==> config.mk <==
export PLATFORM = sky130hd
export DESIGN_NAME = frame_source
export DESIGN_NICKNAME = d
export VERILOG_FILES = /design/src/rtl/frame_source.sv
export SDC_FILE = /design/constraint.sdc
export NUM_CORES = 1
export LEC_CHECK = 0
export CAP_MARGIN = 10
export CORE_ASPECT_RATIO = 0.7
export CORE_MARGIN = 8
export CORE_UTILIZATION = 30
export DETAILED_ROUTE_END_ITERATION = 6
export HOLD_SLACK_MARGIN = 0.15
export MAX_ROUTING_LAYER = met4
export PLACE_DENSITY = 0.57
export SYNTH_ARGS = -nofsm -noshare
export SYNTH_HDL_FRONTEND = slang
export SYNTH_SLANG_ARGS = --single-unit
==> constraint.sdc <==
create_clock -name clk_in -period 4.71 [get_ports clk_in]
set_clock_uncertainty 0.1 [all_clocks]
set_input_delay 1.1775 -clock clk_in [delete_from_list [all_inputs] [get_ports clk_in]]
set_output_delay 1.1775 -clock clk_in [all_outputs]
set_load 0.01 [all_outputs]
==> src/rtl/frame_source.sv <==
// Framed 32-bit test-traffic source feeding the data_gateway write FIFO.
// Optional checksum trailer enabled by defining FRAME_SOURCE_CHECKSUM_EN.
module frame_source #(
   parameter logic [15:0] SYNC_WORD     = 16'hA55A,
   parameter int          PAYLOAD_BYTES = 1021,
   parameter int          GAP_CYCLES    = 8
) (
   input  logic        clk_in,
   input  logic        rst_in,
   input  logic        enable_in,
   input  logic        full_in,
   output logic        wr_en_out,
   output logic [31:0] data_out,
   output logic [3:0]  be_out,
   output logic        busy_out,
   output logic        frame_done_out,
   output logic [15:0] frame_cnt_out
);

   localparam int          PAYLOAD_WORDS = (PAYLOAD_BYTES + 3) / 4;
   localparam int          LAST_LANES    = PAYLOAD_BYTES % 4;
   localparam logic [3:0]  LAST_BE       = (LAST_LANES == 0) ? 4'hF : 4'((1 << LAST_LANES) - 1);
   localparam logic [31:0] LAST_MASK     = {{8{LAST_BE[3]}}, {8{LAST_BE[2]}},
                                            {8{LAST_BE[1]}}, {8{LAST_BE[0]}}};
   localparam logic [17:0] K_LAST        = 18'(PAYLOAD_WORDS - 1);
   localparam logic [15:0] GAP_LAST      = 16'(GAP_CYCLES - 1);

`ifdef FRAME_SOURCE_CHECKSUM_EN
   typedef enum logic [2:0] {IDLE, HEADER, PAYLOAD, TRAILER, GAP} state_t;
`else
   typedef enum logic [2:0] {IDLE, HEADER, PAYLOAD, GAP} state_t;
`endif

   state_t      state, state_nxt, after_frame;
   logic [17:0] k;
   logic [15:0] gap_cnt;
   logic        valid;
   logic        frame_last;
`ifdef FRAME_SOURCE_CHECKSUM_EN
   logic [31:0] csum;
`endif

   // Handshake: valid is the source's offer; full_in is the FIFO's back-pressure.
   // A word transfers only in a clock with valid=1 and full_in=0 (wr_en_out=1);
   // otherwise state, data_out and be_out hold, so nothing is dropped or repeated.
   assign wr_en_out = valid & ~full_in;
   assign busy_out  = (state != IDLE);

   always_comb begin
      state_nxt   = state;
      valid       = 1'b0;
      data_out    = '0;
      be_out      = '0;
      frame_last  = 1'b0;
      after_frame = (GAP_CYCLES == 0) ? (enable_in ? HEADER : IDLE) : GAP;
      case (state)
         IDLE: begin
            if (enable_in) state_nxt = HEADER;
         end
         HEADER: begin
            valid    = 1'b1;
            data_out = {SYNC_WORD, frame_cnt_out};
            be_out   = 4'hF;
            if (!full_in) state_nxt = PAYLOAD;
         end
         PAYLOAD: begin
            valid = 1'b1;
            if (k == K_LAST) begin
               data_out = {frame_cnt_out, k[15:0]} & LAST_MASK;
               be_out   = LAST_BE;
               if (!full_in) begin
`ifdef FRAME_SOURCE_CHECKSUM_EN
                  state_nxt = TRAILER;
`else
                  frame_last = 1'b1;
                  state_nxt  = after_frame;
`endif
               end
            end else begin
               data_out = {frame_cnt_out, k[15:0]};
               be_out   = 4'hF;
            end
         end
`ifdef FRAME_SOURCE_CHECKSUM_EN
         TRAILER: begin
            valid    = 1'b1;
            data_out = csum;
            be_out   = 4'hF;
            if (!full_in) begin
               frame_last = 1'b1;
               state_nxt  = after_frame;
            end
         end
`endif
         GAP: begin
            if (gap_cnt == GAP_LAST) state_nxt = enable_in ? HEADER : IDLE;
         end
         default: state_nxt = IDLE;
      endcase
   end

   always_ff @(posedge clk_in) begin
      if (rst_in) begin
         state          <= IDLE;
         k              <= '0;
         gap_cnt        <= '0;
         frame_done_out <= 1'b0;
         frame_cnt_out  <= '0;
      end else begin
         state          <= state_nxt;
         frame_done_out <= frame_last;
         if (frame_last) frame_cnt_out <= frame_cnt_out + 16'd1;
         if (state == HEADER) k <= '0;
         else if (state == PAYLOAD && wr_en_out) k <= k + 18'd1;
         if (state != GAP) gap_cnt <= '0;
         else gap_cnt <= gap_cnt + 16'd1;
      end
   end

`ifdef FRAME_SOURCE_CHECKSUM_EN
   // Accumulates the masked words exactly as written, so the trailer matches the wire.
   always_ff @(posedge clk_in) begin
      if (rst_in) csum <= '0;
      else if (state_nxt == HEADER && state != HEADER) csum <= '0;
      else if (wr_en_out && (state == HEADER || state == PAYLOAD)) csum <= csum ^ data_out;
   end
`endif

endmodule

==> results.md, run 1 <==
* Routed Antenna Nets at 0
* Netlist cell types at 43
* Initial Util at 0.3025
* Clk_lat worst skew at ~290 ps
* Synth warn at 0
* Final worst slack at between 500 and 600 ps
* Crit-path max cell delay at approximately 520 ps
* Area post-placement at 3555 um2
* Seq/Total Area, Yosys at 0.3679
* Post_cts resized at 0
* Residual DRC at 0
* CTS Buf Count at 5
* Hold_ws at between 300 and 400 ps
* IO Count at 59
* Share of layout cells above drive strength 1 at 0.05398
* Core Area at roughly 9500 um2
* Via/cell ratio at ~4.9
* Reg2Reg Depth at 7
* Row Count at 30
* Met1 wire length at between 4000 and 5000 um
* CP Class: flop to output port
* Met2 wire length at 3711 um
* Hold Crit Endpoint: gap_cnt[0]$_SDFF_PP0_
* Syn_nets at about 350
* Unrepaired setup endpoints after global routing: false
* FF-to-FF End: frame_cnt_out[7]$_SDFFE_PP0P_
* Pleak at ~1.3 nW
* Fin. Hold Viols at 0
* CP Launch Type: flop
* Clock sink count at 53
* Avg Cell Area, Syn at about 8.5 um2
* CP top delay family: simple AND/OR/NAND/NOR gates
* CP Capture Type: output port
* Nets at 400
* Minimum clock period after layout at around 4100 ps
* Post-layout util at 0.3882
* Bufs and invs on worst path at 1
* Worst reg-to-reg setup slack at 2060 ps
* WHS Path Cells at 1
* Drt pass-1 iters at 4
* Async SR Flop Fraction at 0
* Clock Tree Root: clkbuf_16
* Violation count after the first detailed-route iteration at 210
* Max-cap violation count at 0
* Cell count after synthesis at 340
* All-Layer GR Usage at 0.1337
* Commonest non-fill, non-tap cell in the layout: clkdlybuf4s50_1
* Fmax at ~0.24 GHz
* Non-Filler Cell Area, Final at 3701 um2
* PD cells at 300.4 nW/um2
* Die Area at around 13000 um2
* Crit-path max FO at 23
* Post-synth EDFFs at 0
* Total Wirelength at ~8500 um
* Crit-path cells: ha_1 > or3b_2 > nor2_1 > nand2_1 > and3_4 > or2_1 > clkdlybuf4s50_1
* Final HPWL DP at around 6300 um
* Total negative setup slack at 0 ps
* Die Y at ~100 um
* Vias in the first global route at 2363
* FF-to-FF Start: state[0]$_SDFFE_PP0P_
* Most frequent cells in the layout: clkdlybuf4s50_1, dfxtp_1, nor2_1, xor2_1, nand2_1
* Postcts setup bufs at 0
* Tightest Hold Check Type: flop to flop
* Largest net degree at the start of global routing at 24
* Grt ovf at 0
* Port bufs at a little under 60
* Placer Congestion at between 0.8 and 0.9
* Min-delay src: gap_cnt[0]$_SDFF_PP0_
* Crit share post-route at 0.8732
* CTS tree: yes
* Max clock buf depth at 2
* Die width at about 130 um
* VDD IR max at roughly 0.15 mV
* Setup violations, final at 0
* Avg WL per Cell at approximately 16 um
* Antenna violations before repair at 0
* Slowest-stage cell, CP: or3b_2
* Worst-path clk slew at around 70 ps
* First-pass GRT wire length at around 14000 um
* Arr. time, crit path at approximately 2800 ps
* Seq cells post-synth at 53
* H-Tree Depth at 2
* DR vias at roughly 2600
* Critical Path RT at about 3400 ps
* Pins Over Slew Limit at 0
* Status: finished clean
* Antenna fix cells at 0
* Setup WS pre-CTS at between 900 and 1000 ps
* Routed met3 length at 383 um
* Synthesis-to-finish area growth at 28.33%
* Max-slew headroom at 0.3553
* Ys flop type: dfxtp_1
* # hold bufs at CTS at 0
* Max Used Layer: met4
* Worst-Margin Slew at roughly 960 ps
* Netlist Area Pre-Place at between 2000 and 3000 um2
## cells in the mapped netlist (9+ instances only)
master	count	area [um2]
nor3_1	9	45.04
nor4_1	9	56.30
dfxtp_1	53	1061
nand3_1	15	75.07
xnor2_1	15	131.4
clkbuf_1	12	45.04
nor2_1	48	180.2
xor2_1	25	219.0
nand2_1	18	67.56
nand4_1	14	87.58
and2_1	11	68.82
a22oi_1	9	67.56
nor2b_1	12	75.07
a21o_1	11	82.58
## where the power goes
part           leakage [nW]  internal [mW]  switching (mW)
logic                 0.770          0.127           0.150
registers             0.427          0.456         0.00684
clock network        0.0690          0.209           0.164
total                  1.27          0.792           0.320
## layout make-up
type	instances	area [um2]
clock buffers	6	138.9
clock inverters	1	7.507
fillers	990	5833
inverters	5	18.77
multi-input cells	263	1712
flip-flops and latches	53	1061
well taps	128	160.2
repair buffers	61	603.1
## worst max-delay path by stage
stage	to	startpoint	slack, ps	cells past startpoint
6_report	be_out[2]	k[0]$_SDFFE_PP0P_	600	7
5_1_grt	be_out[2]	k[0]$_SDFFE_PP0P_	390	7
4_1_cts	be_out[2]	k[0]$_SDFFE_PP0P_	590	7
3_5_place_dp	be_out[2]	k[0]$_SDFFE_PP0P_	920	7
3_3_place_gp	be_out[2]	k[0]$_SDFFE_PP0P_	1000	7
2_1_floorplan	be_out[2]	k[0]$_SDFFE_PP0P_	1480	7
## per-stage QoR
step                      power [mW]  std cells
after CTS                      1.127        517
after global routing           1.162        517
after floorplan               0.6467        340
after global placement        0.7514        510
after detailed placement      0.7504        510
final                          1.112        517
## logic make-up after synthesis
family,count (synthesis),synth area share
adders and majority gates,7,0.03037
muxes,2,0.006942
and+or+nand+nor,172,0.3332
buffers and inverters,24,0.03861
AOI/OAI and AO/OA,42,0.1015
DFF,53,0.3679
xor gates and xnor gates,40,0.1215
## sequential cells by signal (all words and copies together), names as in the netlist
name            count
k                  18
gap_cnt            16
state               2
frame_done_out      1
frame_cnt_out      16
## routing by layer
layer,track usage,vias to the layer above
li1,-,1284
met1,0.1851,1209
met2,0.1870,48
met3,0.02974,10
met4,0.04385,0
met5,-,-
Note: power is estimated with default switching activity, not from simulation.
==> inputs of run 2 (changes only) <==
Settings changed: MAX_ROUTING_LAYER met4 to default, PLACE_DENSITY 0.57 to 0.6, SLEW_MARGIN from default to 5.
==> results.md, run 2 (synthesis results as in run 1) <==
* Met2 wire length at approximately 3700 um
* Postcts setup bufs at 0
* Core Area at around 9500 um2
* Max clock buf depth at 2
* Synthesis-to-finish area growth at 28.98%
* VDD IR max at around 0.14 mV
* Row Count at 30
* Met1 wire length at between 3000 and 4000 um
* Crit-path max FO at 23
* Reg2Reg Depth at 8
* Critical Path RT at 3430 ps
* Largest net degree at the start of global routing at 24
* Largest register FFs at 18
* Share of layout cells above drive strength 1 at 0.05398
* DR vias at 2590
* Initial Util at 0.3025
* Via/cell ratio at about 5.0
* Most frequent cells in the layout: clkdlybuf4s50_1, dfxtp_1, nor2_1, xor2_1, nand2_1
* Residual DRC at 0
* CP Launch Type: flop
* CP Class: flop to output port
* Die Y at a little under 100 um
* Non-Filler Cell Area, Final at ~3700 um2
* Drt pass-1 iters at 6
* Nets at between 300 and 400
* Antenna fix cells at 0
* WHS Path Cells at 1
* Area post-placement at roughly 3500 um2
* Worst-Margin Slew at 859.9 ps
* Port bufs at a little under 60
* First-pass GRT wire length at between 10000 and 15000 um
* Largest regs: k (18), frame_cnt_out (16), gap_cnt (16)
* Clk_lat worst skew at approximately 300 ps
* Commonest non-fill, non-tap cell in the layout: clkdlybuf4s50_1
* PD cells at 314.1 nW/um2
* Pleak at ~1.3 nW
* CP Capture Type: output port
* Final HPWL DP at between 6000 and 7000 um
* Max Used Layer: met4
* Antenna violations before repair at 0
* Minimum clock period after layout at approximately 4100 ps
* # hold bufs at CTS at 0
* IO Count at around 60
* Die width at between 100 and 150 um
* Routed met3 length at 423 um
* Filler Cells Inserted at between 900 and 1000
* Arr. time, crit path at around 2900 ps
* All-Layer GR Usage at 0.1249
* Placer Congestion at between 0.8 and 0.9
* Routed Antenna Nets at 0
* Fin. Hold Viols at 0
* Fmax at 0.2426 GHz
* H-Tree Depth at 2
* Die Area at 13060 um2
* Max-slew headroom at 0.4215
* Vias in the first global route at 2457
* Crit share post-route at 0.8753
* Clock Tree Root: clkbuf_16
* Clock sink count at 53
* Setup violations, final at 0
* Worst-path clk slew at 70 ps
* Tightest Hold Check Type: flop to flop
* Total negative setup slack at 0 ps
* Violation count after the first detailed-route iteration at 227
* Total Wirelength at around 8000 um
* Status: finished clean
* CTS tree: yes
* CTS Buf Count at 5
* Unrepaired setup endpoints after global routing: false
* Reg with most FFs: k
* Avg WL per Cell at 15.50 um
* Max-cap violation count at 0
* Grt ovf at 0
* Pins Over Slew Limit at 0
* Post_cts resized at 0
-- run 2: changes by cell type in the layout (fill, tap and decap cells not counted) --
cell | previous run | this run
buf_4 | 3 | 2
bufinv_16 | 0 | 1
clkbuf_8 | 1 | 0
clkinvlp_4 | 1 | 0
inv_6 | 0 | 2
-- run 2: area by class of cell --
cell class | count | area, um2 | share of cell area
Inverter | 5 | 18.77 | 0.005045
Clock buffer | 5 | 125.1 | 0.03364
Sequential cell | 53 | 1061 | 0.2852
Multi-Input combinational cell | 263 | 1712 | 0.4601
Timing Repair Buffer | 60 | 595.6 | 0.1601
Clock inverter | 3 | 47.55 | 0.01278
Tap cell | 128 | 160.2 | 0.04305
-- run 2: per-stage QoR --
step                      instances  worst slack (ps)  total power [mW]  hold slack (ps)  utilization
final                           517             587.4             1.168            353.2       0.3902
after global routing            517             474.5             1.220            393.4       0.3902
after detailed placement        509             933.6            0.7523            335.9       0.3720
after CTS                       517             591.3             1.184            352.0       0.3902
after floorplan                 340              1478            0.6467            317.6            -
after global placement          509              1006            0.7480            326.4       0.3720
-- run 2: layer usage --
| metal | up-vias | GRT usage |
|---|---|---|
| met5 | - | 0 |
| met4 | 0 | 0.04127 |
| met3 | 10 | 0.02615 |
| met2 | 76 | 0.1990 |
| met1 | 1219 | 0.1643 |
| li1 | 1285 | - |
-- run 2: critical path, stage by stage (launching register included) --
cell and delay [ps]:
dfxtp_1 380, ha_1 210, or3b_2 520, nor2_1 240, nand2_1 140, and3_4 290, or2_1 280, clkdlybuf4s50_1 490
-- run 2: where the power goes --
| part | internal [mW] | switching [mW] |
|---|---|---|
| clock network | 0.255 | 0.177 |
| registers | 0.455 | 0.00655 |
| logic | 0.127 | 0.148 |
| total | 0.837 | 0.331 |
-- run 2: path summary, 6_finish.rpt --
kind                    startpoint                    end  slack, ps
max              k[0]$_SDFFE_PP0P_              be_out[3]        590
min          gap_cnt[0]$_SDFF_PP0_  gap_cnt[0]$_SDFF_PP0_        350
max reg2reg  state[0]$_SDFFE_PP0P_     k[17]$_SDFFE_PP0P_       2110
min reg2reg  gap_cnt[0]$_SDFF_PP0_  gap_cnt[0]$_SDFF_PP0_        350
==> inputs of run 3 (changes only) <==
Settings changed: DONT_BUFFER_PORTS from default to 1, PLACE_DENSITY 0.6 to 0.53.
==> results.md, run 3 (synthesis results as in run 1) <==
* Total negative setup slack at 0 ps
* Final HPWL DP at roughly 5800 um
* # hold bufs at CTS at 0
* Pins Over Slew Limit at 0
* All-Layer GR Usage at 0.1206
* Initial Util at 0.3025
* Worst-path clk slew at ~70 ps
* Filler Cells Inserted at approximately 1000
* Unrepaired setup endpoints after global routing: false
* Clock Tree Root: clkbuf_16
* Antenna violations before repair at 0
* Residual DRC at 0
* Die Area at between 10000 and 15000 um2
* Clock share of power at 0.356
* CP top delay family: simple AND/OR/NAND/NOR gates
* Port bufs at 0
* Via/cell ratio at between 5 and 6
* Share of layout cells above drive strength 1 at 0.05455
* Worst-Margin Slew at approximately 910 ps
* Status: finished clean
* Placer Congestion at ~0.8
* Grt ovf at 0
* Seq pwr share at 0.455
* Hold_ws at about 350 ps
* Routed Antenna Nets at 0
* IO Count at between 50 and 60
* Final worst slack at 976.4 ps
* Switch share at 0.2990
* Vias in the first global route at ~2200
* Multi-input gate area at 1712 um2
* Comb pwr share at 0.189
* Max clock buf depth at 2
* Largest net degree at the start of global routing at 24
* CP Launch Type: flop
* CP Class: flop to output port
* PD cells at approximately 330 nW/um2
* Die width at 133.2 um
* First-pass GRT wire length at 12630 um
* VDD IR max at around 0.17 mV
* Fin. Hold Viols at 0
* Post-layout util at 0.3251
* Bufs and invs on worst path at 0
* Drt pass-1 iters at 5
* Clk_lat worst skew at slightly below 300 ps
* Fmax at 0.2678 GHz
* Setup violations, final at 0
* Crit-path max cell delay at 520 ps
* Non-Filler Cell Area, Final at roughly 3100 um2
* Row Count at 30
* Postcts setup bufs at 0
* H-Tree Depth at 2
* Post_cts resized at 0
* Crit share post-route at 0.7927
* Nets at between 300 and 400
* Internal power at approximately 710 uW
* Area post-placement at 2959 um2
* CTS Buf Count at 5
* Core Area at between 9000 and 10000 um2
* Pleak at around 1.1 nW
* Placed cells at 450
* Die Y at around 98 um
* Tightest Hold Check Type: flop to flop
* Synthesis-to-finish area growth at 7.462%
* Total Wirelength at between 7000 and 8000 um
* Reg with most FFs: k
* NetSw at roughly 300 uW
* Slowest-stage cell, CP: or3b_2
* Setup WS pre-CTS at approximately 1300 ps
* Crit-path max FO at 23
* Crit-path cells: ha_1 > or3b_2 > nor2_1 > nand2_1 > and3_4 > or2_1
* Max-cap violation count at 0
* CP Capture Type: output port
* CTS tree: yes
* Commonest non-fill, non-tap cell in the layout: dfxtp_1
* Avg WL per Cell at 16.95 um
* DR vias at approximately 2400
* Antenna fix cells at 0
* Largest register FFs at 18
* Minimum clock period after layout at 3734 ps
* Non-filler instance count after layout at approximately 460
* FF/Latch Area at 1061 um2
* Overall power at about 1.0 mW
* Clock sink count at 53
* Critical Path RT at around 3400 ps
* Violation count after the first detailed-route iteration at around 220
* Arr. time, crit path at about 2500 ps
* Most frequent cells in the layout: dfxtp_1, nor2_1, xor2_1, nand2_1
* Largest regs: k (18), frame_cnt_out (16), gap_cnt (16)
* Max-slew headroom at 0.3852
==> run 3: cell count changes in the layout (fill, tap and decap cells not counted), sizes merged <==
cell           delta
clkbuf            +2
inv               -2
clkdlybuf4s50    -58
buf               -1
bufinv            -1
clkinvlp          +1
==> run 3: worst register-to-register path, stage by stage, from the launching register on <==
cell and delay, ps:
dfxtp_1 340, inv_1 110, ha_1 590, nand3b_1 150, nor4_1 780, nand4_1 230
nor3_1 180, a21o_1 100
==> run 3: cell type report <==
type                       count  area share
tap                          128     0.05168
multi-input combinational    263      0.5523
timing repair buffer           1    0.002422
sequential                    53      0.3424
inverter                       5    0.006056
clock inverter                 1    0.002422
clock buffer                   7     0.04279
==> run 3: path summary, 6_finish.rpt <==
check | startpoint | cells after the start | end | slack [ps]
setup / recovery | k[0]$_SDFFE_PP0P_ | 6 | be_out[2] | 980
hold reg to reg | gap_cnt[0]$_SDFF_PP0_ | 1 | gap_cnt[0]$_SDFF_PP0_ | 350
setup reg to reg | state[0]$_SDFFE_PP0P_ | 7 | frame_cnt_out[13]$_SDFFE_PP0P_ | 2100
hold / removal | gap_cnt[0]$_SDFF_PP0_ | 1 | gap_cnt[0]$_SDFF_PP0_ | 350
==> run 3: power groups by stage <==
stage	registers, mW	clock network (mW)	logic, mW
after floorplan	0.471	0	0.175
after global placement	0.472	0	0.196
after CTS	0.462	0.373	0.195
after global routing	0.464	0.387	0.209
after detailed placement	0.473	0	0.195
final	0.463	0.363	0.193
==> run 3: metal layers <==
| metal | global-route usage | routed length, um | up-vias |
|---|---|---|---|
| met4 | 0.02837 | 78 | 0 |
| li1 | - | - | 1167 |
| met5 | 0 | 0 | - |
| met2 | 0.1754 | 3301 | 59 |
| met3 | 0.04359 | 652 | 10 |
| met1 | 0.1650 | 3729 | 1118 |
